--- src/rtl/bit_serial_adder.sv ---
// Bit-serial signed adder: one full-adder slice, one bit per clock.
// Computes the exact SIZE+1-bit sign-extended sum of a and b plus a signed
// overflow flag, with valid/ready handshakes on both operand and result sides.
module bit_serial_adder #(
   parameter int unsigned SIZE = 8
) (
   input  logic            clk,
   input  logic            reset_n,
   input  logic            in_valid,
   output logic            in_ready,
   input  logic [SIZE-1:0] a,
   input  logic [SIZE-1:0] b,
   output logic            out_valid,
   input  logic            out_ready,
   output logic [SIZE:0]   result,
   output logic            overflow
);

   localparam int unsigned CntW = $clog2(SIZE + 1);

   typedef enum logic [1:0] {StIdle, StRun, StDone} state_e;

   state_e          state_q, state_d;
   logic [SIZE:0]   a_sr_q, b_sr_q;
   logic [SIZE:0]   result_q;
   logic            carry_q;
   logic            overflow_q;
   logic [CntW-1:0] cnt_q;

   logic            accept;
   logic            running;
   logic            last_bit;
   logic            sum_bit;
   logic            carry_nxt;

   assign accept    = (state_q == StIdle) && in_valid;
   assign running   = (state_q == StRun);
   assign last_bit  = running && (cnt_q == CntW'(SIZE));

   // Single full-adder slice working on the current LSBs.
   assign sum_bit   = a_sr_q[0] ^ b_sr_q[0] ^ carry_q;
   assign carry_nxt = (a_sr_q[0] & b_sr_q[0]) | (a_sr_q[0] & carry_q) | (b_sr_q[0] & carry_q);

   // State register.
   always_ff @(posedge clk or negedge reset_n) begin
      if (!reset_n) begin
         state_q <= StIdle;
      end else begin
         state_q <= state_d;
      end
   end

   // Next-state logic.
   always_comb begin
      state_d = state_q;
      unique case (state_q)
         StIdle: if (in_valid)  state_d = StRun;
         StRun:  if (last_bit)  state_d = StDone;
         StDone: if (out_ready) state_d = StIdle;
         default:               state_d = StIdle;
      endcase
   end

   // Handshake outputs decoded from state.
   always_comb begin
      in_ready  = 1'b0;
      out_valid = 1'b0;
      unique case (state_q)
         StIdle:  in_ready  = 1'b1;
         StDone:  out_valid = 1'b1;
         default: ;
      endcase
   end

   // Datapath: operand capture, serial add, result shift-in, overflow capture.
   always_ff @(posedge clk or negedge reset_n) begin
      if (!reset_n) begin
         a_sr_q     <= '0;
         b_sr_q     <= '0;
         result_q   <= '0;
         carry_q    <= 1'b0;
         overflow_q <= 1'b0;
         cnt_q      <= '0;
      end else if (accept) begin
         a_sr_q  <= {a[SIZE-1], a};
         b_sr_q  <= {b[SIZE-1], b};
         carry_q <= 1'b0;
         cnt_q   <= '0;
      end else if (running) begin
         a_sr_q   <= {1'b0, a_sr_q[SIZE:1]};
         b_sr_q   <= {1'b0, b_sr_q[SIZE:1]};
         // Sum bits enter at the top; the first (LSB) bit lands at bit 0 after SIZE+1 shifts.
         result_q <= {sum_bit, result_q[SIZE:1]};
         carry_q  <= carry_nxt;
         cnt_q    <= cnt_q + CntW'(1);
         // On the final shift the new bit SIZE-1 is the current bit SIZE.
         if (last_bit) begin
            overflow_q <= sum_bit ^ result_q[SIZE];
         end
      end
   end

   assign result   = result_q;
   assign overflow = overflow_q;

endmodule
--- config.mk ---
export PLATFORM = sky130hd
export DESIGN_NAME = bit_serial_adder
export DESIGN_NICKNAME = d
export VERILOG_FILES = /design/src/rtl/bit_serial_adder.sv
export SDC_FILE = /design/constraint.sdc
export NUM_CORES = 1
export LEC_CHECK = 0
export ABC_AREA = 0
export BUFFER_PORTS_ARGS = -buffer_cell sky130_fd_sc_hd__buf_2
export CORE_ASPECT_RATIO = 1.2
export CORE_MARGIN = 4
export CORE_UTILIZATION = 25
export CTS_CLUSTER_SIZE = 12
export DETAILED_ROUTE_END_ITERATION = 12
export GPL_ROUTABILITY_DRIVEN = 0
export HOLD_SLACK_MARGIN = 0.12
export PLACE_DENSITY = 0.53
export SYNTH_ARGS = -nofsm -noshare
export SYNTH_HDL_FRONTEND = slang
export SYNTH_SLANG_ARGS = --single-unit
--- constraint.sdc ---
create_clock -name clk -period 2.28 [get_ports clk]
set_clock_uncertainty 0.15 [all_clocks]
set_input_delay 0.228 -clock clk [delete_from_list [all_inputs] [get_ports clk]]
set_output_delay 0.228 -clock clk [all_outputs]
set_load 0.005 [all_outputs]
==> results of run 1 <==
==> cells in the mapped netlist <==
library cell	count
sky130_fd_sc_hd__nand2_1	61
sky130_fd_sc_hd__dfrtp_1	35
sky130_fd_sc_hd__a22oi_1	7
sky130_fd_sc_hd__a22oi_2	7
sky130_fd_sc_hd__inv_1	6
sky130_fd_sc_hd__buf_6	5
sky130_fd_sc_hd__o21ai_1	5
sky130_fd_sc_hd__nand3_1	4
sky130_fd_sc_hd__mux2i_1	3
sky130_fd_sc_hd__o21ai_0	3
sky130_fd_sc_hd__buf_4	2
sky130_fd_sc_hd__ha_1	2
sky130_fd_sc_hd__nand2b_1	2
sky130_fd_sc_hd__and3b_1	1
sky130_fd_sc_hd__buf_2	1
sky130_fd_sc_hd__clkbuf_1	1
sky130_fd_sc_hd__fa_1	1
sky130_fd_sc_hd__mux2_4	1
sky130_fd_sc_hd__nand3b_1	1
sky130_fd_sc_hd__nand4_1	1
sky130_fd_sc_hd__nor2_1	1
sky130_fd_sc_hd__nor2b_2	1
sky130_fd_sc_hd__nor3b_4	1
sky130_fd_sc_hd__o21bai_2	1
sky130_fd_sc_hd__o31ai_2	1
sky130_fd_sc_hd__or3b_1	1
sky130_fd_sc_hd__xnor2_1	1
==> worst min path at each step <==
stage	start	endpoint	slack (ns)	cells after the start
4_1_cts	cnt_q[3]$_DFFE_PN0P_	cnt_q[3]$_DFFE_PN0P_	0.32	1
3_5_place_dp	reset_n	cnt_q[2]$_DFFE_PN0P_	0.23	1
3_3_place_gp	reset_n	cnt_q[2]$_DFFE_PN0P_	0.22	1
2_1_floorplan	reset_n	a_sr_q[0]$_DFFE_PN0P_	-0.22	0
6_report	cnt_q[3]$_DFFE_PN0P_	cnt_q[3]$_DFFE_PN0P_	0.32	1
5_1_grt	cnt_q[3]$_DFFE_PN0P_	cnt_q[3]$_DFFE_PN0P_	0.34	1
==> logic make-up (layout without fill, tap and decap cells) <==
kind of cell / count (synthesis) / after routing / synth area share, %
adder cells (fa/ha/maj): 3 / 3 / 2.81
AND/OR/NAND/NOR: 74 / 74 / 20.2
multiplexers: 4 / 4 / 2.81
flip-flops: 35 / 35 / 54.6
XOR/XNOR: 1 / 1 / 0.546
buffers and inverters: 15 / 66 / 6.39
AO/OA/AOI/OAI: 24 / 24 / 12.7
==> per-layer routing <==
metal	part of all wire [%]	vias to the layer above
met2	49	22
met3	5.0	6
met4	1.5	0
li1	-	615
met5	0	-
met1	45	557
==> layout make-up <==
class | count | area [µm²]
clock buffers | 5 | 68.8
clock inverters | 3 | 43.8
fillers | 671 | 4030
inverters | 6 | 22.5
multi-input cells | 106 | 627
flip-flops and latches | 35 | 876
well taps | 82 | 103
repair buffers | 52 | 358
==> flip-flops by register name (all words and copies together), names as in the netlist <==
name,cells
overflow,1
b_sr_q,9
result,9
carry_q,1
state_q,2
a_sr_q,9
cnt_q,4
==> through the flow <==
step	power, mW	setup WS [ns]	std cells	cell area, µm²	hold slack, ns
2_1_floorplan	1.79	0.750	156	1610	-0.218
3_3_place_gp	1.97	0.626	263	1810	0.221
3_5_place_dp	1.99	0.578	263	1810	0.229
4_1_cts	2.58	0.563	289	2100	0.322
5_1_grt	2.76	0.424	289	2100	0.338
6_report	2.54	0.597	289	2100	0.320
==> report_power, final <==
group | internal (mW) | switching, mW
clock network | 0.326 | 0.242
logic | 0.422 | 0.485
registers | 0.879 | 0.186
total | 1.63 | 0.912
==> timing repair <==
action,4_1_cts,5_1_grt
endpoints found under the setup margin,0,0
hold buffers,18,0
gates resized for setup,0,0
endpoints found under the hold margin,54,0
==> results.txt, run 1 <==
- Worst Setup End Kind: flip-flop
- Measured along the x axis, the die boundary spans slightly above 80 µm.
* Core box area: 6130 µm²
- The routed layout has between 1,000 and 1,500 vias.
* Slew @ Worst Pin: ~0.8 ns
- Clock input transition at the sequential cells of the worst setup and hold paths: about 0.080 ns
- Via density: around 4.2
* Status: completed
* Worst setup path class: reg -> reg
- After the first detailed-routing iteration, the DRC count stood at 41.
- Commonest non-fill, non-tap cell in the layout: sky130_fd_sc_hd__nand2_1
- Across all register-to-register paths, the minimum setup slack is approximately 0.6 ns.
* Layout cells sized above 1: 26.1%
- In this run the mean area of a mapped cell was between 10 and 15 µm².
* Setup repair after global routing missed its margin: no
- After routing, the total negative slack on setup checks comes to 0 ns.
- At the worst endpoint, the arrival time is around 1.7 ns.
- Count of pins on the block boundary: 32
- Most frequent cells in the layout: sky130_fd_sc_hd__nand2_1, sky130_fd_sc_hd__dfrtp_1, sky130_fd_sc_hd__buf_2
- Number of buffers inserted to repair setup after CTS: 0
- The most critical setup path has its endpoint at a_sr_q[7]$_DFFE_PN0P_.
- For this configuration, the core starts out at a cell density of 26.2%.
* Yosys reg bits: 35
* DR WL/cell: approximately 12 µm
- Cell count of the worst reg-to-reg path: 3
* Final hold violations: 0
* Sink count of the clock tree: 35
* Number of optimization iterations in the first detailed-route pass: 4
- The tree is rooted in a sky130_fd_sc_hd__clkbuf_8.
- Final core utilization: approximately 34%
* Clock latency reported for the late side of the worst-skew pair: between 0.2 and 0.3 ns
- Power density relative to cell area: between 1000 and 1500 nW/µm²
* Part of the Yosys area used for sequential elements: a little over half
- Kind of cell adding the most delay to the critical path: simple AND/OR/NAND/NOR gates
- Critical Path Start Type: flip-flop
- By area the synthesized netlist is led by sky130_fd_sc_hd__dfrtp_1, sky130_fd_sc_hd__nand2_1, sky130_fd_sc_hd__a22oi_2.
* IR drop worst, VDD: 426 µV
- sky130_fd_sc_hd__dfrtp_1 takes more of the synthesized area than any other cell.
- Walking the worst path, the cells encountered are nand2b_1 > mux2i_1 > o21ai_1.
- Total inserted antenna cells: 0
* Final clock period utilization by the worst path: between 70 and 80%
- Final count of negative-setup-slack endpoints: 0
- After floorplanning, the core was divided into 31 placement rows.
- Maximum buffer depth of the clock tree: 2
- Timing would allow up to 594 MHz.
- Counting both buffers and inverters, the worst setup path holds a total of 0.
* GR Layer Usage met1: between 10 and 15%
- Summed over all layers, the routed wires come to approximately 3400 µm.
- The total overflow left after global routing is 0.
- During synthesis, Yosys emitted a total of 0 warnings.
- RR Endpoint: a_sr_q[7]$_DFFE_PN0P_
* Number of clock buffers inserted by TritonCTS: 5
- Along the worst path, the maximum fanout reaches 18.
- Across the run, the number of max-cap violations was 0.
- Hold crit path type: reg -> reg
- Final net count: between 200 and 250
- Summed over all cells, the static leakage comes to approximately 1.1 nW.
- STA puts the critical path data required time at roughly 2.3 ns.
- The number of global-route vias before repair is approximately 1,300.
- The number of antenna violations at the first check in global routing is 0.
* Syn_nets: 179
* Share of the synthesized area in the top cell type: between 50% and 60%
- The die covers around 8000 µm².
- Synthesis produced a netlist whose cell count is 156.
- Global-route usage over all layers: roughly a tenth
- TritonCTS built the clock tree.
- The worst pin sits at a relative slew slack of about 47%.
- Crit-path max cell delay: slightly below 0.6 ns
- The global routing stage identified its most utilized layer as met2.
- Measured along the y axis, the die boundary spans around 96 µm.
- Number of remaining DRC errors: 0
- Final-report max-slew violation count: 0
- After legalization and detailed placement, the total HPWL measured approximately 2300 µm.
- CTS built an H-tree with a depth of 2.
* Maximum number of pins on one net before global-route repair: 36
- Global-route wire length before repair: 5970 µm
- Area growth from synthesis to layout: 30.7%
- After synthesis the cells add up to ~1600 µm².
- The worst register-to-register path begins at state_q[1]$_DFFE_PN0P_.
* Antenna-violating nets left: 0
* Critical path depth: 3
- Number of buffers added on ports: 31
- Distinct cell type count after synthesis: 27
- In the global route stage, met3 resource usage came out at 3.28%.
* Final critical-path required period: 1.68 ns
* Met2 Use GR: between 10% and 20%
- The most critical setup path has its startpoint at state_q[1]$_DFFE_PN0P_.
- The slowest stage of the critical path is the sky130_fd_sc_hd__nand2b_1 cell.
Power figures use the tool's default switching activity.
==> run 2: changes to the inputs <==
Clock period 2.28 ns to 1.7 ns, I/O delays scaled along.
==> results.txt, run 2 (synthesis results as in run 1) <==
- Status: completed
- In this design, the stage delay of the slowest critical-path cell is 0.50 ns.
* Root buf cell: sky130_fd_sc_hd__clkbuf_8
- Buffers placed on the I/O ports in this run total 31.
- For this run, design rule violations remaining after detail routing come to 0.
- Tracing the worst setup path back leads to its startpoint at a_sr_q[0]$_DFFE_PN0P_.
- In this run the count of I/O pins placed on the die edge is 32.
* Ordered cell list for the critical path: inv_1 > fa_1 > xnor2_1 > mux2_4
- DRC marker count from the first detailed-route iteration: 18
- Counting I/O delays and the setup requirement, the final critical path takes between 1.5 and 2 ns.
- For this run, the share of the core covered by cells in the final layout is 34.9%.
- Final net count: between 200 and 250
- Buffers plus inverters on the worst setup path: 1
- Sink count of the clock tree: 35
* Layout cells sized above 1: between 20% and 30%
- The number of antenna diodes in the final layout is 0.
- For the worst setup path, the data arrival time is ~1.6 ns.
- In the final routed layout, each cell accounts on average for roughly 12 µm.
- The routed layout has around 1,200 vias.
* IR drop worst, VDD: about 380 µV
* Worst setup path class: reg -> reg
* Most frequent cells in the layout: sky130_fd_sc_hd__nand2_1, sky130_fd_sc_hd__dfrtp_1, sky130_fd_sc_hd__buf_2
- The final count of hold timing violations is 0.
- CP max FO: 2
- Summed over all nets, wire length on met3 after detailed routing comes to roughly 160 µm.
- The library cell used most frequently in the layout, excluding fill and tap cells, is sky130_fd_sc_hd__nand2_1.
* Required time of the critical path: between 1.5 and 2 ns
* Setup repair after global routing missed its margin: no
- Antenna-violating nets left: 0
* Number of optimization iterations in the first detailed-route pass: 4
- After detailed routing, the met2 layer carries 1630 µm of wire.
* Critical Path Start Type: flip-flop
- Clock power frac: between 10% and 20%
* Post-layout power: ~3.4 mW
- Global-route wire length before repair: 5900 µm
- Logic gate share of total power: approximately two fifths
* Area growth from synthesis to layout: 33.4%
- Via count of the first global-routing pass: about 1,200
- Kind of cell adding the most delay to the critical path: adder cells
* HPWL after detailed placement: ~2400 µm
- Setup violations remaining at the end of the flow were counted as 0.
- The detailed router put a total of about 1600 µm of wire on met1.
- Clock latency reported for the late side of the worst-skew pair: 0.28 ns
* Final-report max-slew violation count: 0
- In this run the number of H-tree levels came out at 2.
- Area of all placed cells without fillers: between 2000 and 2500 µm²
- P_leak: roughly 1.1 nW
- Final clock period utilization by the worst path: between 90% and 100%
- Static timing analysis puts the maximum clock frequency at ~640 MHz.
- Headroom to the max-slew limit came out at about 69%.
- Crit path max-delay cell type: sky130_fd_sc_hd__fa_1
- Global-route usage over all layers: under 10%
* Slew @ Worst Pin: roughly 0.46 ns
- Final-layout setup total negative slack: 0 ns
- The number of antenna violations at the first check in global routing was 0.
- Die height: roughly 96 µm
* Internal power component: 2.14 mW
* Uppermost layer routed: met4
- The startpoint identified for the worst register-to-register timing path is a_sr_q[0]$_DFFE_PN0P_.
* Via density: approximately 4.2
* Hold crit path type: in -> async
* Rows: 31
- For this design the ratio of total power to cell area is between 1500 and 2000 nW/µm².
* Horizontal die dimension: 81.2 µm
- Maximum buffer depth of the clock tree: 2
* Core box area: around 6100 µm²
- Counting cells, the worst reg-to-reg path comes to 4.
- The share of total power dissipated in sequential elements is 42.3%.
- After clock tree synthesis, the clock-pin slew on the worst setup and hold paths is ~0.070 ns.
- R2R setup slack: about 0.14 ns
* Effective utilization at floorplan: a little over a quarter
- Post-CTS timing repair inserted 0 buffers for setup.
- Entering global routing, the biggest net connects 26 pins.
- Instance area at placement: 1870 µm²
* Clock tree from TritonCTS: yes
* Fraction of power spent switching nets: 36.4%
- The total overflow left after global routing is 0.
- Overall routed net length: around 3400 µm
- STA classifies the critical path endpoint as a flip-flop.
- RR Endpoint: overflow$_DFFE_PN0P_
* Net load switching power: 1.22 mW
- Die Footprint: between 7000 and 8000 µm²
* Number of clock buffers inserted by TritonCTS: 5
- Max-cap violations in this run came to 0.
-- run 2: power groups by stage --
stage / Clock (mW) / Combinational [mW] / Sequential (mW)
final: 0.637 / 1.30 / 1.42
after global placement: 0 / 1.29 / 1.43
after global routing: 0.702 / 1.49 / 1.48
after floorplan: 0 / 1.00 / 1.39
after detailed placement: 0 / 1.31 / 1.45
after CTS: 0.661 / 1.34 / 1.43
-- run 2: worst max-delay path by stage --
stage                     cells past startpoint  slack, ns                   end
after global placement                        4       0.15  overflow$_DFFE_PN0P_
final                                         4       0.14  overflow$_DFFE_PN0P_
after floorplan                               4       0.17  overflow$_DFFE_PN0P_
after detailed placement                      4       0.13  overflow$_DFFE_PN0P_
after CTS                                     4       0.14  overflow$_DFFE_PN0P_
after global routing                          4       0.06  overflow$_DFFE_PN0P_
-- run 2: stage by stage --
| step | hold WS, ns | setup slack [ns] | std cells |
|---|---|---|---|
| 2_1_floorplan | -0.276 | 0.170 | 156 |
| 3_3_place_gp | -0.0213 | 0.152 | 266 |
| 3_5_place_dp | -0.0202 | 0.132 | 266 |
| 4_1_cts | 0.197 | 0.136 | 292 |
| 5_1_grt | 0.229 | 0.0611 | 292 |
| 6_report | 0.193 | 0.141 | 292 |
-- run 2: area by class of cell --
class	instances	area, µm²
Multi-Input combinational cell	106	627
Sequential cell	35	876
Inverter	6	22.5
Timing Repair Buffer	55	418
Fill cell	660	3990
Tap cell	82	103
Clock inverter	1	8.76
Clock buffer	7	86.3
-- run 2: metal layers --
metal  GRT usage (%)  vias to the layer above
li1                -                      618
met1            11.6                      575
met2            17.0                       23
met3            3.28                        6
met4            2.96                        0
met5               0                        -
-- run 2: repair_timing --
action                                 CTS  global route
resized for setup                        0             0
endpoints found under the hold margin   54             0
hold buffers                            18             0
-- run 2: worst reg2reg max path, cell delays in order (launching register included) --
cell,delay (ns)
sky130_fd_sc_hd__dfrtp_1,0.35
sky130_fd_sc_hd__inv_1,0.06
sky130_fd_sc_hd__fa_1,0.50
sky130_fd_sc_hd__xnor2_1,0.14
sky130_fd_sc_hd__mux2_4,0.26
==> run 3: changes to the inputs <==
Settings changed: CORE_UTILIZATION 25 to 53, PLACE_DENSITY 0.53 to 0.87.
==> results.txt, run 3 (synthesis results as in run 1) <==
- The flow ran to the end, and the final reports show no timing, DRC or antenna violations.
* Final count of negative-setup-slack endpoints: 0
- Number of optimization iterations in the first detailed-route pass: 4
* Total inserted antenna cells: 0
- The tree is rooted in a sky130_fd_sc_hd__clkbuf_4.
- Across all hold checks on the routed design, the worst slack comes to between 0.15 and 0.2 ns.
- Required time of the critical path: between 1.5 and 2 ns
- HPWL after detailed placement: roughly 2300 µm
- The final layout contains routed wiring with a total length of about 3300 µm.
- Clock tree from TritonCTS: yes
- After filler insertion, the fill cell instance count of the layout stands at roughly 200.
* Final critical-path required period: between 1.5 and 2 ns
- Grt ovf: 0
- Multi-input logic area: approximately 630 µm²
- Final net count: roughly 230
- Cts repair resizes: 0
* Most frequent cells in the layout: sky130_fd_sc_hd__nand2_1, sky130_fd_sc_hd__dfrtp_1, sky130_fd_sc_hd__buf_2
- Setup repair after global routing left no endpoint under its margin.
- Ordered cell list for the critical path: inv_1 > fa_1 > xnor2_1 > mux2_4
* Clock input transition at the sequential cells of the worst setup and hold paths: 0.11 ns
* Die Footprint: 3980 µm²
* Count of pins on the block boundary: 32
* # hold bufs at CTS: 18
* Horizontal die dimension: ~58 µm
- Global-route wire length before repair: 6110 µm
* Number of remaining DRC errors: 0
* Post-layout power: between 3 and 4 mW
* Buffers plus inverters on the worst setup path: 1
- Detailed routing inserted a total of ~1,200 vias.
* Maximum buffer depth of the clock tree: 2
- The worst register-to-register path begins at b_sr_q[0]$_DFFE_PN0P_.
* Commonest non-fill, non-tap cell in the layout: sky130_fd_sc_hd__nand2_1
- Along the worst hold path, the cell count comes to 5.
- Clock latency reported for the late side of the worst-skew pair: roughly 0.34 ns
* FF/Latch Area: 876 µm²
* Number of H-tree branching levels: 2
- Die height: just under 70 µm
- Arrival time of data at the critical path endpoint: between 1.5 and 2 ns
* Final-report max-slew violation count: 0
* Rows: 21
- The worst setup path is of the reg -> reg kind.
- The first routing iteration left between 50 and 60 violations.
* Hold crit path type: in -> reg
- Area growth from synthesis to layout: 27.0%
* Antenna violations before repair: 0
* DR WL/cell: roughly 14 µm
* Layout cells sized above 1: between 20 and 30%
- The number of global-route vias before repair was ~1,300.
- Worst Setup End Kind: flip-flop
- Crit path max-delay cell type: sky130_fd_sc_hd__fa_1
* Global-route usage over all layers: between 20 and 25%
* Slew @ Worst Pin: approximately 0.76 ns
- Among cell families on the critical path, the largest total delay comes from adder cells.
* Number of clock buffers inserted by TritonCTS: 5
- Once the clock tree was built, the setup fixing pass inserted 0 buffers.
* Slew HR: 49.2%
* Final hold violations: 0
- P_leak: between 1 and 1.5 nW
- Entering global routing, the biggest net connects 36 pins.
- The worst hold path begins at in_valid.
* Critical Path Start Type: flip-flop
- Peak Freq: around 630 MHz
- The core region is between 2000 and 3000 µm².
- CP max FO: 2
- Dividing the final minimum period by the clock period gives between 90% and 100%.
- For this configuration, the core starts out at a cell density of 56.6%.
- Sink count of the clock tree: 35
- Final-layout setup total negative slack: 0 ns
- In the routed layout, each cell is associated on average with a via count of roughly 5.1.
- Crit-path max cell delay: between 0.4 and 0.5 ns
* IR drop worst, VDD: ~900 µV
* Number of max-capacitance violations reported: 0
- The critical path crosses 4 cells after its start point.
* Antenna-violating nets left: 0
- In this run the power density over the cells is roughly 1600 nW/µm².
* Number of buffers added on ports: 31
* Cell count of the worst reg-to-reg path: 4
- The critical path starts at b_sr_q[0]$_DFFE_PN0P_.
## run 3: cell count changes in the layout (fill, tap and decap cells not counted)
cell | before | now
sky130_fd_sc_hd__clkbuf_1 | 1 | 0
sky130_fd_sc_hd__clkinvlp_4 | 0 | 1
sky130_fd_sc_hd__clkinv_4 | 1 | 0
sky130_fd_sc_hd__buf_12 | 3 | 2
sky130_fd_sc_hd__clkbuf_8 | 6 | 2
sky130_fd_sc_hd__clkbuf_4 | 0 | 5
## run 3: layout make-up
class                   instances  share of cell area, %
well taps                      34                   2.09
repair buffers                 54                   19.5
multi-input cells             106                   30.8
clock buffers                   7                   3.19
clock inverters                 1                  0.368
inverters                       6                   1.10
flip-flops and latches         35                   43.0
## run 3: worst paths after layout
kind / endpoint / slack (ns)
max reg2reg: overflow$_DFFE_PN0P_ / 0.12
min in group asynchronous: cnt_q[3]$_DFFE_PN0P_ / 0.28
max: overflow$_DFFE_PN0P_ / 0.12
min reg2reg: a_sr_q[0]$_DFFE_PN0P_ / 0.34
min: a_sr_q[0]$_DFFE_PN0P_ / 0.18
max in group asynchronous: cnt_q[2]$_DFFE_PN0P_ / 0.63
## run 3: power breakdown
part	internal, mW	switching, mW	total (mW)	leakage [nW]
clock network	0.242	0.276	0.517	0.0375
registers	1.18	0.260	1.44	0.449
logic	0.639	0.695	1.33	0.575
total	2.06	1.23	3.29	1.06
## run 3: metrics by stage
step | utilization [%] | setup slack [ns] | cell area (µm²) | instances
after floorplan | - | 0.170 | 1610 | 156
after global placement | 62.9 | 0.159 | 1790 | 217
after detailed placement | 62.9 | 0.124 | 1790 | 217
after CTS | 71.8 | 0.115 | 2040 | 243
after global routing | 71.8 | 0.0151 | 2040 | 243
final | 71.8 | 0.125 | 2040 | 243
## run 3: layer usage
layer  part of all wire (%)  up-vias  track usage [%]  wire length (µm)
li1                       -      616                -                 -
met1                     41      585             24.0              1360
met2                     51       34             34.9              1680
met3                    5.2       10             4.53               172
met4                    2.9        0             10.7                96
met5                      0        -                0                 0
## run 3: worst reg2reg max path, stage by stage (launching register included)
cell                      delay, ns
sky130_fd_sc_hd__dfrtp_1       0.40
sky130_fd_sc_hd__inv_1         0.08
sky130_fd_sc_hd__fa_1          0.45
sky130_fd_sc_hd__xnor2_1       0.14
sky130_fd_sc_hd__mux2_4        0.26
